`src/rtl/uart_pkg.sv`:
```
// Shared UART definitions: receive FSM state encoding and default frame/baud parameters.
package uart_pkg;

  localparam int DEF_DATAWIDTH  = 8;
  localparam int DEF_CLK_DIV    = 27;
  localparam int DEF_OVERSAMPLE = 16;

  localparam logic [2:0] ST_IDLE      = 3'd0;
  localparam logic [2:0] ST_START     = 3'd1;
  localparam logic [2:0] ST_DATA      = 3'd2;
  localparam logic [2:0] ST_PARITY    = 3'd3;
  localparam logic [2:0] ST_STOP      = 3'd4;
  localparam logic [2:0] ST_WAIT_IDLE = 3'd5;

endpackage

```
`src/rtl/uart_baud_tick.sv`:
```
// Baud prescaler: counts 0..CLK_DIV-1 and flags a tick on the last count.
// A synchronous clear realigns the tick phase to a detected start edge.
module uart_baud_tick #(
  parameter int CLK_DIV = 27
) (
  input  logic CLK,
  input  logic RST,
  input  logic clear,
  output logic tick
);

  localparam int PW = (CLK_DIV > 1) ? $clog2(CLK_DIV) : 1;
  localparam logic [PW-1:0] LAST = PW'(CLK_DIV - 1);

  logic [PW-1:0] count;

  always_ff @(posedge CLK) begin
    if (RST || clear)       count <= '0;
    else if (count == LAST) count <= '0;
    else                    count <= count + 1'b1;
  end

  assign tick = (count == LAST);

endmodule

```
`src/rtl/uart_rx_sequencer.sv`:
```
// Oversampling UART receive controller feeding the RX FIFO write port.
// Define UART_RX_PARITY_EN to expect one even-parity bit before the stop bit.
module uart_rx_sequencer
  import uart_pkg::*;
#(
  parameter int DATAWIDTH  = DEF_DATAWIDTH,
  parameter int CLK_DIV    = DEF_CLK_DIV,
  parameter int OVERSAMPLE = DEF_OVERSAMPLE
) (
  input  logic                 CLK,
  input  logic                 RST,
  input  logic                 RX,
  input  logic                 ISFULL,
  output logic                 WRITE,
  output logic [DATAWIDTH-1:0] DATA,
  output logic                 FRAME_ERR,
  output logic                 PARITY_ERR,
  output logic                 OVERRUN,
  output logic                 BUSY
);

  localparam int TW = $clog2(OVERSAMPLE);
  localparam int BW = (DATAWIDTH > 1) ? $clog2(DATAWIDTH) : 1;
  localparam logic [TW-1:0] HALF_LAST = TW'(OVERSAMPLE / 2 - 1);
  localparam logic [TW-1:0] FULL_LAST = TW'(OVERSAMPLE - 1);
  localparam logic [BW-1:0] LAST_BIT  = BW'(DATAWIDTH - 1);
`ifdef UART_RX_PARITY_EN
  localparam logic [2:0] AFTER_DATA = ST_PARITY;
`else
  localparam logic [2:0] AFTER_DATA = ST_STOP;
`endif

  logic                 rx_meta, rx_s, rx_d;
  logic [2:0]           state;
  logic                 tick;
  logic [TW-1:0]        tick_cnt;
  logic [BW-1:0]        bit_idx;
  logic [DATAWIDTH-1:0] shreg;
  logic                 fall, half_due, bit_due;
`ifdef UART_RX_PARITY_EN
  logic                 par_bad;
`endif

  // NOTE: reset to the idle level so no false edge appears after reset,
  // unless the line really is low when reset releases.
  always_ff @(posedge CLK) begin
    if (RST) begin
      rx_meta <= 1'b1;
      rx_s    <= 1'b1;
      rx_d    <= 1'b1;
    end else begin
      rx_meta <= RX;
      rx_s    <= rx_meta;
      rx_d    <= rx_s;
    end
  end

  assign fall     = rx_d & ~rx_s;
  assign half_due = tick && (tick_cnt == HALF_LAST);
  assign bit_due  = tick && (tick_cnt == FULL_LAST);

  // Prescaler is held cleared while idle so its phase starts at the edge.
  uart_baud_tick #(.CLK_DIV(CLK_DIV)) u_tick (
    .CLK  (CLK),
    .RST  (RST),
    .clear(state == ST_IDLE),
    .tick (tick)
  );

  always_ff @(posedge CLK) begin
    if (RST) begin
      state     <= ST_IDLE;
      tick_cnt  <= '0;
      bit_idx   <= '0;
      shreg     <= '0;
      DATA      <= '0;
      WRITE     <= 1'b0;
      FRAME_ERR <= 1'b0;
      OVERRUN   <= 1'b0;
      BUSY      <= 1'b0;
`ifdef UART_RX_PARITY_EN
      PARITY_ERR <= 1'b0;
      par_bad    <= 1'b0;
`endif
    end else begin
      WRITE     <= 1'b0;
      FRAME_ERR <= 1'b0;
      OVERRUN   <= 1'b0;
`ifdef UART_RX_PARITY_EN
      PARITY_ERR <= 1'b0;
`endif
      // NOTE: state-specific assignments below come later and therefore win.
      if (tick) tick_cnt <= (tick_cnt == FULL_LAST) ? '0 : tick_cnt + 1'b1;

      case (state)
        ST_IDLE: begin
          tick_cnt <= '0;
          bit_idx  <= '0;
`ifdef UART_RX_PARITY_EN
          par_bad  <= 1'b0;
`endif
          if (fall) begin
            state <= ST_START;
            BUSY  <= 1'b1;
          end
        end
        ST_START: if (half_due) begin
          tick_cnt <= '0;
          if (rx_s) begin
            state <= ST_IDLE;
            BUSY  <= 1'b0;
          end else begin
            state <= ST_DATA;
          end
        end
        ST_DATA: if (bit_due) begin
          shreg   <= {rx_s, shreg[DATAWIDTH-1:1]};
          bit_idx <= bit_idx + 1'b1;
          if (bit_idx == LAST_BIT) state <= AFTER_DATA;
        end
`ifdef UART_RX_PARITY_EN
        ST_PARITY: if (bit_due) begin
          par_bad <= (^shreg) ^ rx_s;
          state   <= ST_STOP;
        end
`endif
        ST_STOP: if (bit_due) begin
          state <= ST_IDLE;
          BUSY  <= 1'b0;
          if (!rx_s) begin
            FRAME_ERR <= 1'b1;
            state     <= ST_WAIT_IDLE;
            BUSY      <= 1'b1;
          end
`ifdef UART_RX_PARITY_EN
          else if (par_bad) PARITY_ERR <= 1'b1;
`endif
          else if (ISFULL) OVERRUN <= 1'b1;
          else begin
            DATA  <= shreg;
            WRITE <= 1'b1;
          end
        end
        ST_WAIT_IDLE: if (rx_s) begin
          state <= ST_IDLE;
          BUSY  <= 1'b0;
        end
        default: begin
          state <= ST_IDLE;
          BUSY  <= 1'b0;
        end
      endcase
    end
  end

`ifndef UART_RX_PARITY_EN
  assign PARITY_ERR = 1'b0;
`endif

endmodule

```
`config.mk`:
```
export PLATFORM = sky130hd
export DESIGN_NAME = uart_rx_sequencer
export DESIGN_NICKNAME = d
export VERILOG_FILES = /design/src/rtl/uart_pkg.sv /design/src/rtl/uart_baud_tick.sv /design/src/rtl/uart_rx_sequencer.sv
export SDC_FILE = /design/constraint.sdc
export NUM_CORES = 1
export LEC_CHECK = 0
export CORE_ASPECT_RATIO = 1.4
export CORE_MARGIN = 5
export CORE_UTILIZATION = 40
export DETAILED_ROUTE_END_ITERATION = 8
export DONT_BUFFER_PORTS = 1
export PLACE_DENSITY = 0.58
export RECOVER_POWER = 25
export SYNTH_ARGS = -nofsm -noshare
export SYNTH_HDL_FRONTEND = slang
export SYNTH_HIERARCHICAL = 1
export SYNTH_SLANG_ARGS = --single-unit
```
`constraint.sdc`:
```
create_clock -name CLK -period 3.7 [get_ports CLK]
set_clock_uncertainty 0.1 [all_clocks]
set_input_delay 1.11 -clock CLK [delete_from_list [all_inputs] [get_ports CLK]]
set_output_delay 1.11 -clock CLK [all_outputs]
set_load 0.005 [all_outputs]
```
* After elaboration in Yosys (flattened, before gate mapping)
Cells that the tools add are included.
Storage, ports and cells: output and inout port bits 13, input bits 4, logic and storage cells 72, flip-flop bits (word level) 38
Cells by class: equal/unequal tests 14, $add $sub $neg 3, bitwise gates (word level) 6, reduce and logical (&&, ||, !) cells 13, muxes and demuxes 23
Operators by type and width (number):
- 2-to-1 mux 3 bit | 8
- one-hot mux 3 bit (5 select lines) | 1
- 2-to-1 mux 4 bit | 3
- != test 2 bit, second input constant | 6
- == test 3 bit, second input constant | 3
- one-hot mux 4 bit (2 select lines) | 1
- AND reduction 4 bit | 2
- 2-to-1 mux 1 bit | 7
- one-hot mux 3 bit (2 select lines) | 1
- AND reduction 6 bit | 1
- adder 5 x 1 -> 5 bit, second input constant | 1
- == test 5 bit, second input constant | 1
- inverter 1 bit | 5
- one-hot mux 1 bit (5 select lines) | 1
- adder 4 x 1 -> 4 bit, second input constant | 1
- == test 4 x 3 -> 1 bit, second input constant | 1
- == test 4 bit, second input constant | 1
- AND reduction 2 bit | 2
- OR reduction 4 bit | 1
- adder 3 x 1 -> 3 bit, second input constant | 1
- == test 3 x 1 -> 1 bit, second input constant | 1
- == test 3 x 2 -> 1 bit, second input constant | 1
- zero test 3 bit | 1
- OR reduction 3 bit | 1
- 6 further kinds | 7

* Logic depth before layout (Yosys ltp)
Gate-level depths: netlist of the first run.
word-level depth 5, mapped depth 9, gate-level depth less buffers 7

* Modules after synthesis
Netlist of the first run, hierarchy kept.
By module, submodules not included:
- uart_rx_sequencer | seq. area each 660.6 um2, area each 1427.6 um2, cells each 173, instances 1
- uart_baud_tick | seq. area each 100.1 um2, area each 205.2 um2, cells each 20, instances 1

* Worst setup path after synthesis of the first run
OpenSTA, ideal clock, no wires.
path type input to register, from input port ISFULL, to register DATA[2], arrival 1870 ps, path slack 1596 ps, setup time 134 ps, data required time 3466 ps, stages 4, buffers on the path 1, cells stage by stage or4_4 buf_6 nand2_1 a21oi_1
On the way: cells in the longest elaborated chain, start to end 2
RTL lines:
- start, declared | line uart_rx_sequencer.sv:13 | input logic ISFULL,
- inverter 1 bit (no source line)
- AND reduction 4 bit (no source line)
- end signal, assigned | line uart_rx_sequencer.sv:140 | DATA <= shreg;
- end, declared | line uart_rx_sequencer.sv:15 | output logic [DATAWIDTH-1:0] DATA,
No other way between the ends. A chain may end at the register's enable or synchronous reset.

* Worst setup path after layout of the first run
from register u_tick.count[0], to register DATA[2]
On the way: cells in the longest elaborated chain, start to end 3
RTL lines:
- start, declared | line uart_baud_tick.sv:15 | logic [PW-1:0] count;
- start signal, assigned | line uart_baud_tick.sv:20 | else count <= count + 1'b1;
- == test 5 bit | line uart_baud_tick.sv:23 | assign tick = (count == LAST);
- net tick | line uart_rx_sequencer.sv:35 | logic tick;
- logical AND 1 bit | line uart_rx_sequencer.sv:60 | assign bit_due = tick && (tick_cnt == FULL_LAST);
- AND reduction 4 bit (no source line)
The timed path passes the listed nets, and every way through them passes these cells.

==> impl_metrics.json, run 1 <==
{
  "finalNonFillerCells": 233,
  "slowest_stage": "or4_4",
  "crit_type": "register to register",
  "wl_met2_mm": 1.50,
  "place_area_mm2": 0.00163,
  "wl_per_cell_um": 12.8,
  "clk_pin_slew_ns": 0.07,
  "grt_max_degree": 32,
  "status": "completed",
  "antenna_found_initial": 0,
  "cts_sinks": 38,
  "vias": 1248,
  "vdd_ir_drop_max_v": 0.000287,
  "crit_chain": "inv_1, ha_1, and4b_1, nand4_1, or4_4, nand2_1, a21oi_1",
  "fin_crit_ns": 2.27,
  "finalMaxSlewViolations": 0,
  "grt_pass1_vias": 1207,
  "ys_types": 46,
  "top_layer": "met4",
  "critPathLaunchType": "register",
  "syn_inst": 193,
  "io_pins": 17,
  "p_int_mw": 0.701,
  "synth_nets": 202,
  "cellLeakagePower_nw": 0.610,
  "cts_setup_buffers": 0,
  "p_per_area_mw_per_mm2": 485,
  "viasPerCell": 5.36,
  "ys.flop_type": "dfxtp_1",
  "synth.top_cell.area_share": 0.466,
  "numCtsBuffers": 5,
  "firstDrtPassIters": 4,
  "die_h_um": 85.6,
  "hold_path_class": "register to register",
  "synthTopCellsByArea": "dfxtp_1 47%, nand2_1 9.7%, a21oi_1 7.4%",
  "cp_top_family": "simple AND/OR/NAND/NOR gates",
  "synthesis.area_mm2": 0.00163,
  "setup_tns_ns": 0,
  "row_count": 27,
  "power.share.sequential": 0.485,
  "end_kind": "register",
  "min_from": "rx_meta$_SDFF_PP1_",
  "die_area_mm2": 0.00548,
  "cts_buffer_depth": 2,
  "synth_edf_count": 0,
  "start_util": 0.413,
  "dieWidth_um": 64.0,
  "p_comb_frac": 0.007,
  "stdcell_area_mm2": 0.00175,
  "power_switching_mw": 0.149,
  "cts-root-buf": "clkbuf_8",
  "routed_wl_mm": 2.98,
  "cp_num_buf_inv": 1,
  "synth_warnings": 6,
  "drtIter0Drc": 55,
  "worstReg2RegEnd": "DATA[2]$_SDFFE_PP0P_",
  "cp_max_fo": 9,
  "gr-total-overflow": 0,
  "gp_congestion": 0.828,
  "synth_seq_cells": 38,
  "ctsResizeCount": 0,
  "syn_area_per_cell_um2": 8.46,
  "finalSetupViolCount": 0,
  "core_area_mm2": 0.00395,
  "cts_max_level": 2,
  "wl_met1_mm": 1.28,
  "reg2reg_from": "u_tick/count[0]$_SDFF_PP0_",
  "antenna_cells": 0,
  "power.share.clock": 0.508,
  "place_hpwl_mm": 2.10,
  "numPlacedInstances": 225,
  "swShare": 0.176,
  "crit_arrival_ns": 2.36,
  "synthTopCellsByCount": "42 x nand2_1, 38 x dfxtp_1, 24 x a21oi_1, 19 x nor2_1, 9 x nand3_1",
  "worstHoldEndpoint": "rx_s$_SDFF_PP1_",
  "synth.most_common_cell": "nand2_1",
  "drive_above_1_share": 0.0895,
  "syn_to_final_growth_pct": 7.36,
  "clk_latency_ns": 0.29,
  "reg2regPathDepth": 7,
  "fmax_mhz": 441,
  "finalHoldViolations": 0,
  "rrSetupSlack_ns": 1.43,
  "grt_pass1_wl_mm": 5.25,
  "drcViolationCount": 0,
  "synth_top_cell_by_area": "dfxtp_1",
  "cts_tree": "done",
  "wl_met3_um": 119,
  "port_buffers": 0,
  "slowest_delay_ns": 0.66,
  "grt_usage": 0.119,
  "ant_nets": 0,
  "final_nets": 198,
  "required_ns": 3.79,
  "rsz0062_at_grt": "no",
  "cts_hold_buf": 0,
  "max-cap-violations": 0,
  "synth_seq_area_share": 0.466,
  "synthArstFlopShare": 0,
  "period_share": 0.613,
  "min_delay_path_depth": 1
}
==> how the worst max path moves through the flow <==
stage	slack, ns	endpoint	cells past startpoint	from
after floorplan	1.60	DATA[2]$_SDFFE_PP0P_	4	ISFULL
after global placement	1.62	DATA[2]$_SDFFE_PP0P_	3	ISFULL
after detailed placement	1.56	bit_idx[0]$_SDFFE_PP0P_	7	u_tick/count[0]$_SDFF_PP0_
after CTS	1.55	bit_idx[0]$_SDFFE_PP0P_	7	u_tick/count[0]$_SDFF_PP0_
after global routing	1.24	DATA[2]$_SDFFE_PP0P_	7	u_tick/count[0]$_SDFF_PP0_
final	1.43	DATA[2]$_SDFFE_PP0P_	7	u_tick/count[0]$_SDFF_PP0_
==> worst reg2reg max path, stage by stage, from the launching register on <==
cell	delay (ns)
dfxtp_1	0.34
inv_1	0.07
ha_1	0.13
and4b_1	0.35
nand4_1	0.36
or4_4	0.67
nand2_1	0.10
a21oi_1	0.06
==> layout by cell type, fill, tap and decap left out, types with 2 or more instances in the layout <==
cell / n
a21oi_1: 24
bufinv_16: 2
clkbuf_8: 6
dfxtp_1: 38
ha_1: 5
inv_1: 5
nand2_1: 42
nand3_1: 9
nand4_1: 2
nor2_1: 19
nor3_1: 2
o21ai_1: 2
or2_2: 2
or3_1: 2
xor2_1: 3
==> layer usage <==
metal  vias up  global-route usage
met5         -                   0
met4         0              0.0643
met3         9              0.0433
met2        16               0.203
met1       584               0.123
li1        639                   -
==> cell type report <==
class                           instances  area [um^2]
Clock buffer                            6         82.6
Clock inverter                          2         60.1
Tap cell                               43         53.8
Multi-Input combinational cell        139          777
Sequential cell                        38          761
Fill cell                             384         2200
Inverter                                5         18.8
==> flip-flops by register name, indices dropped and copies added (netlist names) <==
signal	count
FRAME_ERR	1
rx_d	1
u_tick/count	5
rx_meta	1
state	3
BUSY	1
shreg	8
DATA	8
tick_cnt	4
WRITE	1
bit_idx	3
OVERRUN	1
rx_s	1
==> power by group through the flow <==
| stage | Sequential (mW) | Combinational [mW] | Clock [mW] |
|---|---|---|---|
| after detailed placement | 0.422 | 0.00631 | 0 |
| after global placement | 0.422 | 0.00609 | 0 |
| final | 0.412 | 0.00621 | 0.432 |
| after floorplan | 0.421 | 0.0104 | 0 |
| after global routing | 0.412 | 0.00724 | 0.460 |
| after CTS | 0.412 | 0.00632 | 0.442 |
==> logic make-up after synthesis <==
logic type	count (synthesis)	synth area share
adder cells (fa/ha/maj)	5	0.0383
multiplexers	3	0.0199
other	1	0.00230
buffers and inverters	16	0.0460
flip-flops	38	0.466
AO/OA/AOI/OAI	33	0.112
XOR/XNOR	4	0.0215
AND/OR/NAND/NOR	93	0.294
==> metrics by stage <==
| stage | util | setup WS [ns] | hold WS [ns] | total power, mW |
|---|---|---|---|---|
| 6_report | 0.443 | 1.43 | 0.317 | 0.850 |
| 4_1_cts | 0.449 | 1.55 | 0.320 | 0.860 |
| 3_3_place_gp | 0.412 | 1.62 | 0.293 | 0.428 |
| 5_1_grt | 0.443 | 1.24 | 0.338 | 0.879 |
| 2_1_floorplan | - | 1.60 | 0.289 | 0.431 |
| 3_5_place_dp | 0.412 | 1.56 | 0.301 | 0.428 |
Power figures use the tool's default switching activity.
==> inputs of run 2 (changes only) <==
--- a/config.mk
+++ b/config.mk
@@ -10,7 +10,7 @@
 export CORE_UTILIZATION = 40
 export DETAILED_ROUTE_END_ITERATION = 8
 export DONT_BUFFER_PORTS = 1
-export PLACE_DENSITY = 0.58
+export PLACE_DENSITY = 0.6
 export RECOVER_POWER = 25
 export SYNTH_ARGS = -nofsm -noshare
 export SYNTH_HDL_FRONTEND = slang
==> constraint.sdc (replaced) <==
create_clock -name CLK -period 2 [get_ports CLK]
set_clock_uncertainty 0.1 [all_clocks]
set_input_delay 0.6 -clock CLK [delete_from_list [all_inputs] [get_ports CLK]]
set_output_delay 0.6 -clock CLK [all_outputs]
set_load 0.005 [all_outputs]
==> impl_metrics.json, run 2 (synthesis results as in run 1) <==
{
  "clk_latency_ns": 0.29,
  "seqCellArea_um2": 761,
  "port_buffers": 0,
  "p_per_area_mw_per_mm2": 865,
  "worstReg2RegEnd": "DATA[0]$_SDFFE_PP0P_",
  "firstDrtPassIters": 4,
  "die_area_mm2": 0.00548,
  "required_ns": 2.09,
  "ant_nets": 0,
  "min_from": "RST",
  "p_comb_frac": 0.007,
  "post-route-util": 0.453,
  "fin_crit_ns": 1.86,
  "cts_max_level": 2,
  "cts_setup_buffers": 0,
  "power.share.clock": 0.500,
  "use_met1": 0.128,
  "dieWidth_um": 64.0,
  "start_util": 0.413,
  "grt_pass1_wl_mm": 5.27,
  "grt_usage": 0.120,
  "cts_sinks": 38,
  "reg2regPathDepth": 7,
  "min_delay_path_depth": 1,
  "cts_buffer_depth": 2,
  "grt_use_met3": 0.0459,
  "rrSetupSlack_ns": 0.14,
  "crit_arrival_ns": 1.96,
  "reg2reg_from": "u_tick/count[0]$_SDFF_PP0_",
  "finalSetupViolCount": 0,
  "cts_tree": "done",
  "fillers": 385,
  "drive_above_1_share": 0.119,
  "cts-root-buf": "clkbuf_8",
  "row_count": 27,
  "gr-total-overflow": 0,
  "crit_chain": "inv_1, ha_1, and4b_1, nand4_4, or4_4, nand2_1, a21oi_1",
  "status": "completed",
  "antenna_cells": 0,
  "wl_per_cell_um": 13.0,
  "cp_max_fo": 9,
  "swShare": 0.184,
  "syn_to_final_growth_pct": 9.73,
  "multiInputGateArea_um2": 798,
  "final_common_cell": "nand2_1",
  "worstHoldEndpoint": "WRITE$_SDFF_PP0_",
  "finalMaxSlewViolations": 0,
  "rsz0062_at_grt": "no",
  "fmax_mhz": 537,
  "grt_max_degree": 32,
  "numCtsBuffers": 5,
  "place_hpwl_mm": 2.26,
  "largestRegisters": "DATA (8), shreg (8), u_tick/count (5)",
  "critPathLaunchType": "register",
  "max-cap-violations": 0,
  "routed_wl_mm": 3.07,
  "finalHoldViolations": 0,
  "gp_congestion": 0.780,
  "setup_tns_ns": 0,
  "slowest_stage": "or4_4",
  "io_pins": 17,
  "clk_pin_slew_ns": 0.08,
  "p_int_mw": 1.26,
  "vias": 1283,
  "core_area_mm2": 0.00395,
  "drtIter0Drc": 70,
  "viasPerCell": 5.44,
  "drcViolationCount": 0,
  "antenna_found_initial": 0,
  "final_nets": 201,
  "crit_type": "register to register",
  "period_share": 0.932,
  "power_switching_mw": 0.285,
  "power.share.sequential": 0.492,
  "die_h_um": 85.6,
  "cellLeakagePower_nw": 0.640,
  "grt_use_met2": 0.203,
  "final_cell_mix": "42 x nand2_1, 38 x dfxtp_1, 24 x a21oi_1",
  "hold_path_class": "primary input to register",
  "vdd_ir_drop_max_v": 0.000667,
  "grt_pass1_vias": 1215,
  "end_kind": "register",
  "busiest_layer": "met2",
  "slowest_delay_ns": 0.57
}
run 2: cell count changes in the layout (fill, tap and decap cells not counted), sizes merged:
cell,before,now
buf,0,3
clkbuf,6,5
clkinv,0,1
run 2: what timing repair did:
action	in CTS	in global routing
setup endpoints to repair	0	2
gates resized for setup	0	1
hold buffers	0	0
run 2: final cells by class:
class	instances	area share
clock buffers	5	0.0384
clock inverters	3	0.0384
repair buffers	3	0.0126
flip-flops and latches	38	0.425
well taps	43	0.0300
inverters	5	0.0105
multi-input cells	139	0.446
run 2: how the worst max path moves through the flow:
stage	startpoint	end	depth (start not counted)
global placement	u_tick/count[0]$_SDFF_PP0_	DATA[3]$_SDFFE_PP0P_	7
finish	u_tick/count[0]$_SDFF_PP0_	DATA[0]$_SDFFE_PP0P_	7
floorplan	u_tick/count[0]$_SDFF_PP0_	DATA[2]$_SDFFE_PP0P_	9
global route	u_tick/count[0]$_SDFF_PP0_	DATA[4]$_SDFFE_PP0P_	7
CTS	u_tick/count[0]$_SDFF_PP0_	DATA[0]$_SDFFE_PP0P_	7
detailed placement	u_tick/count[0]$_SDFF_PP0_	DATA[0]$_SDFFE_PP0P_	7
run 2: routing by layer:
metal / share of wire / wire length (um)
met4: 0.023 / 71
met5: 0 / 0
met2: 0.52 / 1590
met3: 0.048 / 146
met1: 0.41 / 1260
run 2: critical path, delay by kind of cell, from the launching register on:
| family | cells | cell delay [ns] |
|---|---|---|
| AND/OR/NAND/NOR | 4 | 1.07 |
| buffers and inverters | 1 | 0.06 |
| flip-flops | 1 | 0.34 |
| adder cells (fa/ha/maj) | 1 | 0.13 |
| AO/OA/AOI/OAI | 1 | 0.06 |
run 2: per-stage QoR:
step | instances | area [um^2] | total power [mW] | setup slack [ns] | hold WS [ns]
4_1_cts | 236 | 1790 | 1.57 | 0.130 | 0.253
6_report | 236 | 1790 | 1.55 | 0.136 | 0.263
2_1_floorplan | 193 | 1630 | 0.798 | 0.0381 | 0.289
5_1_grt | 236 | 1790 | 1.60 | 0.0204 | 0.251
3_3_place_gp | 228 | 1650 | 0.792 | 0.168 | 0.305
3_5_place_dp | 228 | 1650 | 0.792 | 0.143 | 0.310
run 2: power groups by stage:
stage               Sequential [mW]  Clock, mW  Combinational (mW)
floorplan                     0.779          0              0.0192
global placement              0.780          0              0.0113
detailed placement            0.780          0              0.0114
CTS                           0.763      0.795              0.0115
global route                  0.763      0.825              0.0130
finish                        0.763      0.775              0.0114
